**config.mk**
```make
export PLATFORM = sky130hd
export DESIGN_NAME = barret_2089_arbiter
export DESIGN_NICKNAME = d
export VERILOG_FILES = /design/src/rtl/barret_2089_pkg.sv /design/src/rtl/barret_for_2089.sv /design/src/rtl/barret_2089_arbiter.sv
export SDC_FILE = /design/constraint.sdc
export NUM_CORES = 1
export LEC_CHECK = 0
export ABC_AREA = 1
export CAP_MARGIN = 30
export CORE_UTILIZATION = 50
export DETAILED_ROUTE_END_ITERATION = 7
export GPL_TIMING_DRIVEN = 0
export PLACE_DENSITY = 0.69
export SYNTH_ARGS = -nofsm -noshare
export SYNTH_HDL_FRONTEND = slang
export SYNTH_SLANG_ARGS = --single-unit
```
**constraint.sdc**
```tcl
create_clock -name clk -period 16.9 [get_ports clk]
set_input_delay 4.225 -clock clk [delete_from_list [all_inputs] [get_ports clk]]
set_output_delay 4.225 -clock clk [all_outputs]
set_load 0.02 [all_outputs]
```
**src/rtl/barret_2089_pkg.sv**
```systemverilog
// Shared constants and the round-robin pick helper for the mod-2089 arbiter slice.
// Helper is combinational; no flow control lives here.
package barret_2089_pkg;

    localparam int Q         = 2089;
    localparam int Q_SQ      = 4363921;
    localparam int DIN_W     = 23;
    localparam int DOUT_W    = 12;
    // floor(2^24 / 2089); with k=24 the quotient estimate is at most one low for any 23-bit operand
    localparam int BARRETT_K = 24;
    localparam int BARRETT_M = 8031;

    typedef struct packed {
        logic       found;
        logic [2:0] idx;
    } pick_t;

    // First set bit of valid, scanning upward from ptr and wrapping at n-1 -> 0.
    function automatic pick_t rr_pick(input logic [7:0] valid, input logic [2:0] ptr, input int n);
        pick_t p;
        int    c;
        p = '0;
        for (int k = 0; k < 8; k++) begin
            c = (int'(ptr) + k) % n;
            if (k < n && !p.found && valid[c[2:0]]) begin
                p.found = 1'b1;
                p.idx   = c[2:0];
            end
        end
        return p;
    endfunction

endpackage

```
**src/rtl/barret_for_2089.sv**
```systemverilog
// Combinational Barrett reduction of a 23-bit operand modulo 2089.
// Zero latency; no handshake.
import barret_2089_pkg::*;

module barret_for_2089 (
    input  logic [DIN_W-1:0]  din_a,
    output logic [DOUT_W-1:0] dout_r
);

    logic [36:0] prod;
    logic [12:0] q_est;
    logic [24:0] diff;
    logic [12:0] r;

    assign prod  = 37'(din_a) * 37'(BARRETT_M);
    assign q_est = 13'(prod >> BARRETT_K);
    assign diff  = 25'(din_a) - 25'(q_est) * 25'(Q);
    // Partial remainder is below 2*Q, so one conditional subtract finishes it.
    assign r     = 13'(diff);

    assign dout_r = (r >= 13'(Q)) ? 12'(r - 13'(Q)) : 12'(r);

endmodule

```
**src/rtl/barret_2089_arbiter.sv**
```systemverilog
// Round-robin share of one mod-2089 reducer among N_REQ valid/ready requesters; result registered, 1-cycle latency.
// A held result (res_valid & !res_ready) stalls every requester; consume+accept reload in the same cycle.
// Define BARRET_2089_RANGE_CHECK_EN to add res_err flagging operands >= 2089^2.
import barret_2089_pkg::*;

module barret_2089_arbiter #(
    parameter int N_REQ = 4,
    parameter int ID_W  = $clog2(N_REQ),
    parameter int CNT_W = 16
) (
    input  logic                   clk,
    input  logic                   rst,
    input  logic [N_REQ-1:0]       req_valid,
    input  logic [N_REQ*DIN_W-1:0] req_data,
    output logic [N_REQ-1:0]       req_ready,
    output logic                   res_valid,
    input  logic                   res_ready,
    output logic [DOUT_W-1:0]      res_data,
    output logic [ID_W-1:0]        res_id,
    output logic [CNT_W-1:0]       done_cnt
`ifdef BARRET_2089_RANGE_CHECK_EN
    ,
    output logic                   res_err
`endif
);

    pick_t             pick;
    logic              can_accept;
    logic              grant;
    logic              consume;
    logic [ID_W-1:0]   rr_ptr;
    logic [ID_W-1:0]   win_id;
    logic [ID_W-1:0]   next_ptr;
    logic [DIN_W-1:0]  operand;
    logic [DOUT_W-1:0] reduced;
    logic [DOUT_W-1:0] data_nxt;

    assign can_accept = !res_valid || res_ready;
    assign consume    = res_valid && res_ready;
    assign pick       = rr_pick(8'(req_valid), 3'(rr_ptr), N_REQ);
    assign grant      = pick.found && can_accept && !rst;
    assign win_id     = ID_W'(pick.idx);
    assign next_ptr   = (win_id == ID_W'(N_REQ - 1)) ? '0 : win_id + 1'b1;
    assign operand    = req_data[int'(pick.idx) * DIN_W +: DIN_W];

    always_comb begin
        req_ready = '0;
        if (grant) begin
            req_ready[win_id] = 1'b1;
        end
    end

    barret_for_2089 u_reduce (
        .din_a  (operand),
        .dout_r (reduced)
    );

`ifdef BARRET_2089_RANGE_CHECK_EN
    logic op_err;
    assign op_err = operand >= DIN_W'(Q_SQ);

    always_comb begin
        data_nxt = reduced;
        if (op_err) begin
            data_nxt = '0;
        end
    end

    always_ff @(posedge clk) begin
        if (rst) begin
            res_err <= 1'b0;
        end else if (grant) begin
            res_err <= op_err;
        end
    end
`else
    always_comb begin
        data_nxt = reduced;
    end
`endif

    // Result register: load on grant, otherwise drain when consumed; data/id keep last value.
    always_ff @(posedge clk) begin
        if (rst) begin
            res_valid <= 1'b0;
            res_data  <= '0;
            res_id    <= '0;
            rr_ptr    <= '0;
        end else if (grant) begin
            res_valid <= 1'b1;
            res_data  <= data_nxt;
            res_id    <= win_id;
            rr_ptr    <= next_ptr;
        end else if (res_ready) begin
            res_valid <= 1'b0;
        end
    end

    always_ff @(posedge clk) begin
        if (rst) begin
            done_cnt <= '0;
        end else if (consume && (done_cnt != {CNT_W{1'b1}})) begin
            done_cnt <= done_cnt + 1'b1;
        end
    end

endmodule

```
# Word level (Yosys, flattened, before mapping)
# Index checks and enable logic that the tools add are counted.
[classes] addsub=7 multipliers=3 n_lt_le_gt_ge=7 eq_ne=2 n_shift=1 muxes=19 n_bitwise=3 reduce_logical=18
[ops] cell="92-bit by 9-bit indexed part select with 23-bit output" n=1
[ops] cell="23-bit by 13-bit multiplier with 36-bit output, second input constant" n=1
[ops] cell="4-bit two-way mux" n=5
[ops] cell="16-bit by 1-bit adder with 16-bit output, second input constant" n=1
[ops] cell="16-bit inequality test, second input constant" n=1
[ops] cell="13-bit by 12-bit greater-or-equal comparator with 1-bit output, second input constant" n=1
[ops] cell="12-bit by 12-bit multiplier with 13-bit output, second input constant" n=1
[ops] cell="13-bit subtractor" n=1
[ops] cell="3-bit by 4-bit < comparator with 1-bit output, second input constant" n=3
[ops] cell="12-bit two-way mux" n=1
[ops] cell="12-bit subtractor, second input constant" n=1
[ops] cell="1-bit binary-select mux with 3-bit select" n=3
[ops] cell="1-bit logical AND" n=8
[ops] cell="3-bit by 5-bit multiplier with 8-bit output, second input constant" n=1
[ops] cell="1-bit two-way mux" n=7
[ops] cell="2-bit OR reduction" n=3
[ops] cell="1-bit zero test" n=5
[ops] cell="2-bit by 1-bit adder with 2-bit output, second input constant" n=2
[ops] cell="2-bit adder, second input constant" n=2
[ops] cell="2-bit by 4-bit < comparator with 1-bit output, second input constant" n=1
[ops] cell="1-bit bitwise AND, first input constant" n=3
[ops] cell="2-bit by 3-bit < comparator with 1-bit output, second input constant" n=1
[ops] cell="1-bit binary-select mux with 2-bit select" n=1
[ops] cell="1-bit demux with 2-bit select" n=1
[ops] cell="other kinds (5)" n=5
[totals] ff_bits=33 input_bits=99 word_cells=65

# Logic depth before layout (Yosys ltp)
# Gate-level depths: netlist (run 1).
[logic_depth] word_depth=20 mapped_depth=70 mapped_depth_nobuf=67

# Modules after synthesis
# Synthesis (run 1) repeated with hierarchy kept, for this count alone.
[hier_totals] hier_cells=1600 hier_area_um2=11900.2
[by_module_without_submodules] mod="barret_for_2089" instances=1 cells_per_inst=1083 area_each_um2=9021.2 seq_area_each_um2=0.0
[by_module_without_submodules] mod="barret_2089_arbiter" instances=1 cells_per_inst=517 area_each_um2=2879.0 seq_area_each_um2=660.6

# Worst setup path before layout (run 1)
# OpenSTA, ideal clock, no wires.
[synth_path] path_kind="input-to-reg" from="input req_valid[3]" to="register res_data[4]" setup_ns=0.109 arrival_time_ns=14.488 required_time_ns=16.791 slack_ns=2.303 path_stages=57 n_path_buf=3 path_cell_list="inv_1 -> nand2_2 -> nand3_1 -> nand2_2 -> nor2_4 -> nand4_1 -> nand2_4 -> clkbuf_1 -> clkbuf_1 -> a21oi_1 -> a32oi_1 -> fa_1 -> fa_1 -> inv_1 -> fa_1 -> inv_1 -> fa_1 -> inv_1 -> [... 21 more ...] -> ha_1 -> a21oi_1 -> o21ai_0 -> inv_1 -> nor3_1 -> a2111oi_0 -> nand2_1 -> nand2_1 -> nand2_1 -> nor2_1 -> nand4_2 -> a21oi_2 -> nand2_2 -> buf_6 -> nand2_1 -> nand3_1 -> nand2_1 -> inv_1"
[synth_between] elab_chain_cells=19 word_cells_on_any_way=28
[synth_rtl] element="start: declaration" line_no="barret_2089_arbiter.sv:13" source="input logic [N_REQ-1:0] req_valid,"
[synth_rtl] element="1-bit binary-select mux with 2-bit select" line_no="barret_2089_pkg.sv:25" source="if (k < n && !p.found && valid[c[2:0]]) begin"
[synth_rtl] element="1-bit two-way mux (implied by the code)" line_no="barret_2089_pkg.sv:25"
[synth_rtl] element="4-bit two-way mux" line_no="barret_2089_pkg.sv:25"
[synth_rtl] element="1-bit zero test" line_no="barret_2089_pkg.sv:25"
[synth_rtl] element="1-bit logical AND" line_no="barret_2089_pkg.sv:25"
[synth_rtl] element="4-bit two-way mux" line_no="barret_2089_pkg.sv:25"
[synth_rtl] element="1-bit zero test" line_no="barret_2089_pkg.sv:25"
[synth_rtl] element="1-bit logical AND" line_no="barret_2089_pkg.sv:25"
[synth_rtl] element="[... 3 more ...]"
[synth_rtl] element="4-bit two-way mux *" line_no="barret_2089_pkg.sv:25"
[synth_rtl] element="3-bit by 5-bit multiplier with 8-bit output" line_no="barret_2089_arbiter.sv:44" source="assign operand = req_data[int'(pick.idx) * DIN_W +: DIN_W];"
[synth_rtl] element="92-bit by 9-bit indexed part select with 23-bit output" line_no="barret_2089_arbiter.sv:44"
[synth_rtl] element="23-bit by 13-bit multiplier with 36-bit output" line_no="barret_for_2089.sv:15" source="assign prod = 37'(din_a) * 37'(BARRETT_M);"
[synth_rtl] element="12-bit by 12-bit multiplier with 13-bit output" line_no="barret_for_2089.sv:17" source="assign diff = 25'(din_a) - 25'(q_est) * 25'(Q);"
[synth_rtl] element="13-bit subtractor" line_no="barret_for_2089.sv:17"
[synth_rtl] element="12-bit subtractor or 13-bit by 12-bit greater-or-equal comparator with 1-bit output (tied branches)" line_no="barret_for_2089.sv:21" source="assign dout_r = (r >= 13'(Q)) ? 12'(r - 13'(Q)) : 12'(r);"
[synth_rtl] element="12-bit two-way mux" line_no="barret_for_2089.sv:21"
[synth_rtl] element="end signal: assignment" line_no="barret_2089_arbiter.sv:91" source="res_data <= data_nxt;"
[synth_rtl] element="end: declaration" line_no="barret_2089_arbiter.sv:18" source="output logic [DOUT_W-1:0] res_data,"
# Mark *: on every way between the ends. The rest lies on a longest branch, timed or not. The select of a mux whose other input is x is not followed.
# A chain may end at the register's enable or synchronous reset.

==> results by group, run 1 <==
STA
  – Clk_skew: ~0.0044 ns
  – RSZ-0062 raised after global routing: false
  – FMAX: 62.4 MHz
  – Slew Limit Fails: 0
  – Final Cycle Share: between 90% and 100%
  – Final hold slack: 0.476 ns
  – Final sum of negative setup slack: 0 ns
  – Minimum clock period: 16.02 ns
  – # setup viols final: 0
  – Slew HR: 22.8%
  – Endpoints failing hold: 0
  – Measured slew at the worst slew-check pin: about 1.2 ns

Worst setup path
  – Crit path max-delay family: adder cells
  – Worst path slowest cell: fa_1
  – RR Endpoint: res_data[10]
  – Reg-to-reg startpoint: rr_ptr[1]
  – Worst path most repeated cell: nand2_1
  – Critical-path maximum fanout: 11
  – Worst EP required: ~17 ns
  – CP arrival: 16.19 ns
  – R2r worst-path depth: 57
  – Reg2reg setup slack: 4.90 ns
  – CP Class: in2reg
  – Critical path capture point type: flip-flop
  – Crit start category: input port
  – Largest stage delay on the critical path: 0.56 ns
  – Worst path bufs/invs: 12

Yosys
  – Syn_nets: 1890
  – Post-synth top area share: 31.7%
  – Seq/Total Area, Yosys: 5.92%
  – Cell count after synthesis: 1447
  – Post-synth top area cell: fa_1
  – Synth Register Bits: 33
  – Most used DFF post-synth: dfxtp_1
  – EDFF count, synth: 0
  – Mean Syn Cell Area: 7.72 sq um
  – Area of the mapped netlist: ~11000 sq um
  – Netlist cell types: 49
  – Synth warn: 0
  – FFs w/ async S/R, synth: 0%
  – Synth area leaders: fa_1 (32%), ha_1 (19%), inv_1 (13%)

Outcome
  – Outcome: finished clean

Clock network
  – Hold buffer count at cts: 0
  – CTS buffer count: 5
  – Worst-Skew Late Latency: about 0.28 ns
  – H-tree Lvls: 2
  – Max clock buf depth: 2
  – Clock Sinks: 33
  – Worst-path clk slew: 0.05 ns
  – CTS tree: done
  – Root Buffer: clkbuf_16

Cells and area
  – Layout area overhead: 17.3%
  – Most frequent cells in the layout: inv_1 (374), nand2_1 (292), fa_1 (177), ha_1 (167), clkdlybuf4s50_1 (132)
  – # nets final: roughly 2000
  – Final-layout fill cell count: 1993
  – Diodes inserted: 0
  – Layout cells sized above 1: 4.64%
  – Commonest non-fill, non-tap cell in the layout: inv_1

Global routing
  – Grt peak-use layer: met2
  – First-pass GRT wire length: 45300 microns
  – Pin count of the biggest net entering global routing: 16
  – Met2 GRT Util: between 40% and 50%
  – GRT Total Usage: 25.5%
  – Met3 Use GR: 4.70%
  – Total gr overflow: 0
  – Met1 Use GR: 35.7%
  – Initial antenna violation count: 1
  – Vias in the first global route: 9320

Detailed routing
  – Drt via density: 5.07
  – DRC: 0
  – Final ANT Viol Nets: 0
  – Via count: 9502
  – Detailed Route Iter0 Violations: 493
  – Routed WL: 28000 microns
  – DR pass1 iterations: 5
  – WL/cell: 14.9 microns

Min path
  – Worst Hold End: res_id[0]
  – Hold_sp: res_id[0]
  – Hold depth: 2
  – Worst hold path type: reg2reg

Placed design
  – Placer Congestion: 0.877
  – Number of port buffers: 132
  – Dpl hpwl: 24900 microns

Die
  – Die height: around 150 microns
  – Die ar.: 22900 sq um
  – Core Area: 21900 sq um
  – I/O pin cnt: 134
  – Die width: 151 microns
  – Initial Util: 51.0%
  – FP Rows: between 50 and 60

Job
  – MaxCap Viol Count: 0
==> worst max-delay path by stage <==
| stage | start | endpoint | slack (ns) | depth (start not counted) |
|---|---|---|---|---|
| 2_1_floorplan | req_valid[3] | res_data[4] | 2.30 | 57 |
| 3_3_place_gp | req_valid[1] | res_data[10] | -0.36 | 58 |
| 3_5_place_dp | req_valid[1] | res_data[10] | -0.35 | 66 |
| 4_1_cts | req_valid[1] | res_data[10] | 0.06 | 66 |
| 5_1_grt | req_valid[1] | res_data[8] | 0.1 | 66 |
| 6_report | req_valid[1] | res_data[10] | 0.88 | 57 |
==> flip-flops by register name, summed over array words and instances (netlist names) <==
signal     cells
res_id         2
rr_ptr         2
res_valid      1
res_data      12
done_cnt      16
==> cells by family (layout without fill, tap and decap cells) <==
kind of cell    Yosys count  count (layout)  synth area share [%]
simple gates            491             491                  19.4
flops                    33              33                  5.92
compound gates          142             142                  7.69
xor+xnor                 32              32                  2.64
fa+ha+maj               344             344                  50.4
buf+inv                 405             552                  13.9
==> synth_stat cells, drive strengths merged, types with 19 or more instances <==
master / n
nand2: 309
nand3: 71
ha: 167
clkbuf: 19
fa: 177
dfxtp: 33
o21ai: 39
a32oi: 19
xor2: 24
a21oi: 56
inv: 378
nor2: 73
==> per-stage QoR <==
| step | util (%) | instance area, sq um | worst slack [ns] | cells |
|---|---|---|---|---|
| 3_5_place_dp | 58.8 | 12900 | -0.350 | 1863 |
| 3_3_place_gp | 58.6 | 12800 | -0.358 | 1859 |
| 2_1_floorplan | - | 11200 | 2.30 | 1447 |
| 4_1_cts | 59.5 | 13000 | 0.0593 | 1870 |
| 6_report | 59.8 | 13100 | 0.880 | 1874 |
| 5_1_grt | 59.8 | 13100 | 0.0994 | 1874 |
==> area by class of cell <==
type / instances / area [sq um] / area share, %
tap: 280 / 350 / 2.67
clock buffer: 7 / 143 / 1.09
inverter: 381 / 1440 / 11.0
buffer: 24 / 125 / 0.955
timing repair buffer: 140 / 1380 / 10.5
multi-input combinational: 1009 / 9000 / 68.7
sequential: 33 / 661 / 5.04
==> what timing repair did <==
| item | CTS | global route |
|---|---|---|
| setup buffers | 0 | 3 |
| gates resized for setup | 1 | 20 |
| setup endpoints to repair | 11 | 12 |
| pin swaps | 0 | 1 |
| gates cloned | 0 | 0 |
==> worst min-delay path, stage by stage (launching register included) <==
cell and delay [ns]:
dfxtp_1 0.31, nand2_1 0.06, a21oi_1 0.05
==> layer usage <==
layer | routed length (microns) | share of wire [%] | vias up
met5 | 9 | 0.032 | -
met4 | 185 | 0.66 | 2
met3 | 2110 | 7.5 | 17
met2 | 12600 | 45 | 256
met1 | 13100 | 47 | 4486
li1 | - | - | 4741
Power of run 1 is not shown: default switching activity piles up to over one toggle a cycle in this logic, so the estimate is an artifact.
==> run 2, diff against run 1 <==
--- a/config.mk
+++ b/config.mk
@@ -8,6 +8,7 @@
 export ABC_AREA = 1
 export CAP_MARGIN = 30
 export CORE_UTILIZATION = 50
+export CTS_CLUSTER_SIZE = 16
 export DETAILED_ROUTE_END_ITERATION = 7
 export GPL_TIMING_DRIVEN = 0
 export PLACE_DENSITY = 0.69
==> results of run 2 <==
The final DEF is identical to that of run 1; final timing and power are the same.
Power of run 2 is left out for the same reason.
==> run 3, diff against run 2 <==
--- a/config.mk
+++ b/config.mk
@@ -11,7 +11,7 @@
 export CTS_CLUSTER_SIZE = 16
 export DETAILED_ROUTE_END_ITERATION = 7
 export GPL_TIMING_DRIVEN = 0
-export PLACE_DENSITY = 0.69
+export PLACE_DENSITY = 0.73
 export SYNTH_ARGS = -nofsm -noshare
 export SYNTH_HDL_FRONTEND = slang
 export SYNTH_SLANG_ARGS = --single-unit
==> run 3 against run 2 <==
Die area is the same. Worst hold slack lost 0.0071 ns. Clock skew shrank 0.00076 ns. Sequential share of layout area is essentially flat. Maximum frequency grew 0.14%. Utilization grew 0.22 points.
==> results by group, run 3 (synthesis results as in run 1) <==
Clock network
  – Max clock buf depth: 2 (unchanged)
  – Worst-path clk slew: 0.05 ns (about the same)
  – Clock Sinks: 33 (unchanged)
  – Worst-Skew Late Latency: 0.28 ns (about the same)
  – CTS buffer count: 5 (unchanged)
  – H-tree Lvls: 2 (unchanged)
  – CTS tree: done
  – Root Buffer: clkbuf_16

STA
  – Endpoints failing hold: 0 (unchanged)
  – FMAX: 62.5 MHz (+0.14%)
  – Slew HR: 22.5% (-0.30 points)
  – # setup viols final: 0 (unchanged)
  – Final sum of negative setup slack: 0 ns (unchanged)
  – Final Cycle Share: 94.7% (-0.13 points)
  – Slew Limit Fails: 0 (unchanged)
  – Minimum clock period: 16.00 ns (-0.0226 ns)
  – Measured slew at the worst slew-check pin: 1.16 ns (+0.00447 ns)
  – Clk_skew: 0.00364 ns (-0.000756 ns)

Job
  – MaxCap Viol Count: 0 (unchanged)

Cells and area
  – # nets final: 2035 (-0.098%)
  – Max FFs per register: 16 (unchanged)
  – Layout area overhead: 17.7%
  – Commonest non-fill, non-tap cell in the layout: inv_1
  – Layout cells sized above 1: 5.34% (+0.69 points)
  – Diodes inserted: 0 (unchanged)
  – Most frequent cells in the layout: inv_1 (371), nand2_1 (292), fa_1 (177), ha_1 (167), clkdlybuf4s50_1 (132)
  – Top reg by flops: done_cnt
  – Biggest regs: done_cnt x16, res_data x12

Worst setup path
  – Reg-to-reg startpoint: rr_ptr[1]
  – Worst path bufs/invs: 16 (+4)
  – CP arrival: 16.15 ns (-0.04 ns)
  – Worst path slowest cell: fa_1
  – CP Class: in2reg
  – Crit start category: input port
  – Reg2reg setup slack: 4.93 ns (+0.03 ns)
  – RR Endpoint: res_data[11]
  – Worst path most repeated cell: inv_1
  – Critical path capture point type: flip-flop
  – R2r worst-path depth: 59 (+3.5%)
  – Critical-path maximum fanout: 11 (unchanged)
  – Worst EP required: 17.05 ns (-0.02 ns)
  – Largest stage delay on the critical path: 0.53 ns (-0.03 ns)
  – Crit path max-delay family: adder cells

Die
  – Core Area: 21900 sq um (unchanged)
  – Die width: 151 microns (unchanged)
  – I/O pin cnt: 134 (unchanged)
  – Initial Util: 51.0% (unchanged)
  – FP Rows: 54 (unchanged)
  – Die ar.: 22900 sq um (unchanged)
  – Die height: 151 microns (unchanged)

Detailed routing
  – Final ANT Viol Nets: 0 (unchanged)
  – DR pass1 iterations: 6 (+1)
  – DRC: 0 (unchanged)
  – WL/cell: 15.0 microns (+0.28%)
  – Detailed Route Iter0 Violations: 377 (-24%)
  – Via count: 9514 (+0.13%)
  – Drt via density: 5.08 (+0.18%)
  – Routed WL: 28100 microns (+0.22%)

Placed design
  – Number of port buffers: 132 (unchanged)
  – Dpl hpwl: 24600 microns (-1.4%)
  – Placer Congestion: 0.887 (+1.2%)

Min path
  – Worst hold path type: reg2reg
  – Worst Hold End: res_id[0]
  – Hold_sp: res_id[0]
  – Hold depth: 2 (unchanged)

Global routing
  – GRT Total Usage: 25.5% (about the same)
  – Vias in the first global route: 9370 (+0.54%)
  – Pin count of the biggest net entering global routing: 16 (unchanged)
  – First-pass GRT wire length: 45600 microns (+0.56%)
  – Initial antenna violation count: 0 (-1)
  – Total gr overflow: 0 (unchanged)

Outcome
  – Outcome: finished clean
==> run 3: cell type report <==
class,instances,area [sq um]
Timing Repair Buffer,138,1370
Buffer,24,128
Clock buffer,6,129
Tap cell,280,350
Fill cell,1984,8740
Inverter,381,1440
Clock inverter,2,10.0
Sequential cell,33,661
Multi-Input combinational cell,1009,9070
==> run 3: worst max-delay path by stage <==
stage | from | endpoint | slack (ns) | cells past startpoint
6_report | req_valid[0] | res_data[11] | 0.90 | 59
5_1_grt | req_valid[0] | res_data[4] | -0.001 | 66
4_1_cts | req_valid[0] | res_data[4] | 0.09 | 66
3_5_place_dp | req_valid[0] | res_data[4] | -0.29 | 66
3_3_place_gp | req_valid[0] | res_data[10] | -0.37 | 58
2_1_floorplan | req_valid[3] | res_data[4] | 2.30 | 57
==> run 3: stage by stage <==
step	hold slack, ns	setup slack (ns)	area, sq um	utilization [%]	std cells
after floorplan	0.517	2.30	11200	-	1447
after global placement	0.464	-0.373	12800	58.6	1859
after global routing	0.499	-0.00103	13100	60.1	1873
after detailed placement	0.461	-0.286	12900	58.8	1864
final	0.469	0.903	13100	60.1	1873
after CTS	0.470	0.0950	13000	59.5	1872
==> run 3: routing by layer <==
layer / global-route usage, % / vias up / wire [microns]
li1: - / 4742 / -
met1: 34.7 / 4527 / 13100
met2: 42.8 / 223 / 12700
met3: 4.67 / 22 / 1850
met4: 3.85 / 0 / 448
met5: 0 / - / 0
==> run 3: timing repair <==
action / CTS / global route
hold endpoints to repair: 0 / 0
hold buffers: 0 / 0
endpoints found under the setup margin: 9 / 12
gates resized for setup: 1 / 35
buffers inserted: 0 / 0
==> run 3: worst min-delay path: stages (launching register included) <==
cell and delay, ns:
dfxtp_1 0.31, nand2_1 0.06, a21oi_1 0.05
Power of run 3 is left out for the same reason.
